[src/rtl/fsm_qos_pkg.sv]
// rtl/fsm_qos_pkg.sv - state encodings and helpers for the QoS supervisor FSM
package fsm_qos_pkg;

   localparam int ST_W = 3;

   typedef enum logic [ST_W-1:0] {
      ST_RESET  = 3'd0,
      ST_INIT   = 3'd1,
      ST_IDLE   = 3'd2,
      ST_ACTIVE = 3'd3,
      ST_ERROR  = 3'd4
   } state_e;

   // Counter of width w stops at its all-ones value instead of wrapping.
   function automatic logic [31:0] sat_inc(input logic [31:0] v, input int w);
      logic [31:0] max_v;
      max_v = (32'd1 << w) - 32'd1;
      return (v >= max_v) ? max_v : v + 32'd1;
   endfunction

endpackage

[src/rtl/fsm_qos_param_if.sv]
// rtl/fsm_qos_param_if.sv - FIFO bank status/threshold bundle between bank and supervisor
interface fsm_qos_param_if #(
   parameter int NUM_FIFOS = 5,
   parameter int UMB_W     = 2
);
   logic [NUM_FIFOS*UMB_W-1:0] umbrales_in;
   logic [NUM_FIFOS-1:0]       FIFO_EMPTIES;
   logic [NUM_FIFOS-1:0]       FIFO_ERRORS;
   logic [NUM_FIFOS*UMB_W-1:0] umbrales_out;

   modport master (
      output umbrales_in, FIFO_EMPTIES, FIFO_ERRORS,
      input  umbrales_out
   );

   modport slave (
      input  umbrales_in, FIFO_EMPTIES, FIFO_ERRORS,
      output umbrales_out
   );
endinterface

[src/rtl/prio_enc_lsb.sv]
// rtl/prio_enc_lsb.sv - index of the lowest set bit with a valid flag
module prio_enc_lsb #(
   parameter int N  = 5,
   parameter int IW = 3
) (
   input  logic [N-1:0]  vec,
   output logic [IW-1:0] idx,
   output logic          valid
);
   always_comb begin
      idx   = '0;
      valid = |vec;
      // Scan high to low so the lowest set bit is the last writer.
      for (int i = N - 1; i >= 0; i--) begin
         if (vec[i]) idx = IW'(i);
      end
   end
endmodule

[src/rtl/fsm_qos_param.sv]
// rtl/fsm_qos_param.sv - QoS supervisor FSM with threshold capture, error tracking and idle hysteresis
module fsm_qos_param
   import fsm_qos_pkg::*;
#(
   parameter int NUM_FIFOS = 5,
   parameter int UMB_W     = 2,
   parameter int IDLE_HOLD = 4,
   parameter int ERRCNT_W  = 4,
   parameter int IDX_W     = 3
) (
   input  logic                clk,
   input  logic                reset,
   input  logic                init,
   fsm_qos_param_if.slave      bank,
   output logic [ST_W-1:0]     state_out,
   output logic                idle_out,
   output logic                active_out,
   output logic                error_out,
   output logic [IDX_W-1:0]    error_fifo,
   output logic [ERRCNT_W-1:0] error_count
);
   localparam int HOLD_W = $clog2(IDLE_HOLD + 1);
   localparam logic [HOLD_W-1:0] HOLD_LAST = HOLD_W'(IDLE_HOLD - 1);

   state_e                     state_q, state_d;
   logic [HOLD_W-1:0]          hold_q, hold_d;
   logic [NUM_FIFOS*UMB_W-1:0] umb_q, umb_d;
   logic [IDX_W-1:0]           err_fifo_q, err_fifo_d;
   logic [ERRCNT_W-1:0]        err_cnt_q, err_cnt_d;
   logic [IDX_W-1:0]           err_idx;
   logic                       any_err;
   logic                       all_empty;
   logic                       enter_err;

   prio_enc_lsb #(.N(NUM_FIFOS), .IW(IDX_W)) u_err_enc (
      .vec   (bank.FIFO_ERRORS),
      .idx   (err_idx),
      .valid (any_err)
   );

   assign all_empty = &bank.FIFO_EMPTIES;

   always_comb begin
      state_d    = state_q;
      hold_d     = '0;
      umb_d      = umb_q;
      err_fifo_d = err_fifo_q;
      err_cnt_d  = err_cnt_q;
      enter_err  = 1'b0;
      case (state_q)
         ST_RESET: state_d = ST_INIT;
         ST_INIT: begin
            umb_d = bank.umbrales_in;
            if (any_err)   enter_err = 1'b1;
            else if (!init) state_d = ST_IDLE;
         end
         ST_IDLE: begin
            if (any_err)         enter_err = 1'b1;
            else if (init)       state_d = ST_INIT;
            else if (!all_empty) state_d = ST_ACTIVE;
         end
         ST_ACTIVE: begin
            if (any_err)      enter_err = 1'b1;
            else if (init)    state_d = ST_INIT;
            else if (all_empty) begin
               if (hold_q == HOLD_LAST) state_d = ST_IDLE;
               else                     hold_d  = hold_q + 1'b1;
            end
         end
         ST_ERROR: begin
            // Sticky: only a clean init releases it; source index stays frozen.
            if (init && !any_err) state_d = ST_INIT;
         end
         default: state_d = ST_RESET;
      endcase
      if (enter_err) begin
         state_d    = ST_ERROR;
         err_fifo_d = err_idx;
         err_cnt_d  = ERRCNT_W'(sat_inc(32'(err_cnt_q), ERRCNT_W));
      end
   end

   always_ff @(posedge clk) begin
      if (!reset) begin
         state_q    <= ST_RESET;
         hold_q     <= '0;
         umb_q      <= '0;
         err_fifo_q <= '0;
         err_cnt_q  <= '0;
      end else begin
         state_q    <= state_d;
         hold_q     <= hold_d;
         umb_q      <= umb_d;
         err_fifo_q <= err_fifo_d;
         err_cnt_q  <= err_cnt_d;
      end
   end

   assign state_out         = state_q;
   assign idle_out          = (state_q == ST_IDLE);
   assign active_out        = (state_q == ST_ACTIVE);
   assign error_out         = (state_q == ST_ERROR);
   assign error_fifo        = err_fifo_q;
   assign error_count       = err_cnt_q;
   assign bank.umbrales_out = umb_q;
endmodule
[src/flat_wrapper.sv]
// flat-port wrapper written by rule: the top's interface ports become plain ports
module fsm_qos_param_flat import fsm_qos_pkg::*;
#(
   parameter int NUM_FIFOS = 5,
   parameter int UMB_W     = 2,
   parameter int IDLE_HOLD = 4,
   parameter int ERRCNT_W  = 4,
   parameter int IDX_W     = 3
)
  (clk, reset, init, state_out, idle_out, active_out, error_out, error_fifo, error_count, bank_umbrales_in, bank_FIFO_EMPTIES, bank_FIFO_ERRORS, bank_umbrales_out);
  fsm_qos_param_if #(.NUM_FIFOS(NUM_FIFOS), .UMB_W(UMB_W)) bank_i ();
  input  logic clk;
  input  logic reset;
  input  logic init;
  output logic [ST_W-1:0] state_out;
  output logic idle_out;
  output logic active_out;
  output logic error_out;
  output logic [IDX_W-1:0] error_fifo;
  output logic [ERRCNT_W-1:0] error_count;
  input wire logic [$bits(bank_i.umbrales_in)-1:0] bank_umbrales_in;
  input wire logic [$bits(bank_i.FIFO_EMPTIES)-1:0] bank_FIFO_EMPTIES;
  input wire logic [$bits(bank_i.FIFO_ERRORS)-1:0] bank_FIFO_ERRORS;
  output wire logic [$bits(bank_i.umbrales_out)-1:0] bank_umbrales_out;
  assign bank_i.umbrales_in = bank_umbrales_in;
  assign bank_i.FIFO_EMPTIES = bank_FIFO_EMPTIES;
  assign bank_i.FIFO_ERRORS = bank_FIFO_ERRORS;
  assign bank_umbrales_out = bank_i.umbrales_out;
  fsm_qos_param #(.NUM_FIFOS(NUM_FIFOS), .UMB_W(UMB_W), .IDLE_HOLD(IDLE_HOLD), .ERRCNT_W(ERRCNT_W), .IDX_W(IDX_W)) u_core (.clk(clk), .reset(reset), .init(init), .bank(bank_i), .state_out(state_out), .idle_out(idle_out), .active_out(active_out), .error_out(error_out), .error_fifo(error_fifo), .error_count(error_count));
endmodule
[config.mk]
export PLATFORM = sky130hd
export DESIGN_NAME = fsm_qos_param_flat
export DESIGN_NICKNAME = d
export VERILOG_FILES = /design/src/rtl/fsm_qos_pkg.sv /design/src/rtl/fsm_qos_param_if.sv /design/src/rtl/prio_enc_lsb.sv /design/src/rtl/fsm_qos_param.sv /design/src/flat_wrapper.sv
export SDC_FILE = /design/constraint.sdc
export NUM_CORES = 1
export LEC_CHECK = 0
export CORE_UTILIZATION = 41
export DETAILED_ROUTE_END_ITERATION = 7
export PLACE_DENSITY = 0.81
export SLEW_MARGIN = 0
export SYNTH_ARGS = -nofsm -noshare
export SYNTH_HDL_FRONTEND = slang
export SYNTH_SLANG_ARGS = --single-unit
[constraint.sdc]
create_clock -name clk -period 1.9 [get_ports clk]
set_input_delay 0.19 -clock clk [delete_from_list [all_inputs] [get_ports clk]]
set_output_delay 0.19 -clock clk [all_outputs]
set_load 0.005 [all_outputs]
==> out/metrics.cfg <==
[die]
io_pins = 46
initial_core_util = 0.434
core_um2 = 2450
die_h_um = 53.0
dieArea_um2 = 2800
rows = 18
die_x_um = 53.0

[setup_path]
path_class = flip-flop to output pin
worst_r2r_endpoint = u_core.state_out[0]
cp_data_arrival_time_ns = 1.62
crit_slowest_cell = clkdlybuf4s50_1
r2r_setup_slack_ns = 0.36
critPathMaxStageDelay_ns = 0.50
worstPathMaxFanout = 7
crit_path_start_kind = flip-flop
required_ns = 1.71
crit_start = u_core.state_out[1]
r2r_start = u_core.hold_q[0]
endpoint = active_out
crit_family = buffers and inverters
reg2regPathDepth = 6
crit_chain = nor2b_1, and2_1, clkdlybuf4s50_1
cp.depth = 3
end_kind = output pin
cp.buffers_inverters = 1

[power_and_ir_drop]
irDropWorstVdd_uv = 706
leakage_uw = 0.000638
power.density_nw_per_um2 = 1010

[cells_and_area]
antenna_cells = 0
n_fill_cell = 215
synthToLayoutAreaGrowth_pct = 50.1
fin_util = 0.651
seqCellArea_um2 = 462
multiInputGateArea_um2 = 568
final_cells = 197
fin_nets = 194
layout-drive-gt1-share = 0.0958

[sta]
fin_crit_ns = 1.81
hold_viol = 0
finalSetupViolCount = 0
fmax_mhz = 554
rsz0062_at_grt = no
worst_pin_slew_ns = 0.383
setup-tns-final_ns = 0
slew_headroom = 0.738
fin_crit_sh = 0.951
drv_slew = 0
finClkSkew_ns = 0.00186

[global_routing]
track_usage = 0.196
antenna_found_initial = 0
grt_pass1_wl_mm = 4.00
grt_max_degree = 19
first_global_vias = 973
overflow = 0

[clocking]
cts_buffers = 3
ctsRootBufferMaster = clkbuf_4
clk_pin_slew_ns = 0.12
cts.htree.levels = 1
clk_path_buf_depth = 2
cts_tree = done
cts_sinks = 23
cts_resized = 0
post_cts_buffers = 0
cts_hold_buf = 0
insertion_delay_ns = 0.30

[placement]
portBuffers = 45
post-place-cells = 193
dp_hpwl_mm = 1.92
finalWeightedCongestion = 0.852

[logic_synthesis]
syn_inst = 118
syn_avg_cell_area_um2 = 9.02
synth_nets = 144
synth_area_um2 = 1060
yosys_warnings = 0
ys_types = 34
synth.ff_latch_count = 23
synth_seq_area_share = 0.432

[detailed_routing]
num_vias = 1043
drt_first_pass_iters = 4
wl_per_cell_um = 12.8
drtIter0Drc = 19
drc = 0
final_antenna_net_count = 0
vias_per_cell = 5.29
wl_mm = 2.53

[min_path]
hold_class = flip-flop to flip-flop

[run_status]
outcome = complete, no violations

[job]
max_cap_violations = 0

[layer usage]
layer	vias to the layer above	share of wire	wire length, um	global-route usage
met5	-	0	0	0
met4	0	0.0059	15	0.0789
met3	2	0.046	115	0.0402
met2	23	0.50	1250	0.344
met1	497	0.45	1140	0.229
li1	521	-	-	-
[worst min path at each step]
stage          slack, ns  cells past startpoint                     to             start
2_1_floorplan       0.34                      1  u_core.error_count[3]             reset
3_3_place_gp        0.41                      1       u_core.hold_q[0]  u_core.hold_q[0]
3_5_place_dp        0.43                      1       u_core.hold_q[0]  u_core.hold_q[0]
4_1_cts             0.44                      1       u_core.hold_q[0]  u_core.hold_q[0]
5_1_grt             0.46                      1       u_core.hold_q[0]  u_core.hold_q[0]
6_report            0.44                      1       u_core.hold_q[0]  u_core.hold_q[0]
[through the flow]
stage          total power, uW  cell area (um^2)  setup WS [ns]  hold WS [ns]
5_1_grt                   1750              1600         0.0110         0.463
2_1_floorplan             1060              1060          0.497         0.336
3_5_place_dp              1400              1570         0.0927         0.425
6_report                  1610              1600         0.0935         0.436
3_3_place_gp              1370              1570          0.142         0.408
4_1_cts                   1630              1600         0.0125         0.443
[cell usage in the layout (no fill, tap or decap)]
cell	n
o211ai_1	1
mux2i_1	10
or3_1	1
inv_1	5
a21o_1	2
and3_1	5
dfxtp_1	22
a21oi_2	1
and2_1	3
nor2b_1	3
nor4_2	2
nor4_1	1
nor2_1	20
o21bai_1	1
and4b_1	2
a21oi_1	7
nand4_1	3
and3b_1	1
nand3_1	2
nor3_1	2
clkinv_2	1
ha_1	3
o21ai_1	2
nor3b_2	1
nand2_1	4
o22ai_1	1
dfxtp_2	1
a311oi_1	2
clkdlybuf4s50_1	45
a2111oi_0	1
clkbuf_4	3
a211oi_1	1
o21ba_2	1
buf_4	4
a211o_1	1
or4_4	1
inv_2	1
[Yosys cell counts, drive strengths merged]
cell,count,area share
a2111oi,1,0.0082
a211o,1,0.0082
a211oi,1,0.0071
a21o,2,0.014
a21oi,8,0.041
a311oi,2,0.016
and2,3,0.018
and3,5,0.029
and3b,1,0.0082
and4b,2,0.019
buf,3,0.014
clkbuf,1,0.0035
dfxtp,23,0.43
ha,3,0.035
inv,6,0.021
mux2i,10,0.094
nand2,4,0.014
nand3,2,0.0094
nand4,3,0.018
nor2,20,0.071
nor2b,3,0.018
nor3,2,0.0094
nor3b,1,0.0071
nor4,3,0.029
o211ai,1,0.0071
o21ai,2,0.0094
o21ba,1,0.0094
o21bai,1,0.0071
o22ai,1,0.0059
or3,1,0.0059
or4,1,0.011
[cell families (layout without fill, tap and decap cells)]
group,after synthesis,count (layout),share of synthesized area
AND/OR/NAND/NOR,51,51,0.266
flip-flops,23,23,0.432
AO/OA/AOI/OAI,21,21,0.134
multiplexers,10,10,0.0940
buffers and inverters,10,59,0.0388
adder cells (fa/ha/maj),3,3,0.0353
[power breakdown]
group | switching, uW | leakage, uW | internal (uW) | total [uW]
clock | 144 | 0.0000177 | 78.5 | 223
combinational | 288 | 0.000433 | 418 | 706
sequential | 103 | 0.000188 | 583 | 685
total | 534 | 0.000638 | 1080 | 1610
[cell type report]
type | count | area share
well taps | 30 | 0.0235
repair buffers | 49 | 0.301
flip-flops and latches | 23 | 0.289
multi-input cells | 85 | 0.356
clock buffers | 3 | 0.0141
inverters | 6 | 0.0141
clock inverters | 1 | 0.00313
[state kept, by name (all words and copies together), names as in the netlist]
register and count:
u_core.bank.umbrales_out 10, u_core.error_count 4, u_core.error_fifo 3, u_core.hold_q 3
u_core.state_out 3
Note: power is estimated with default switching activity, not from simulation.
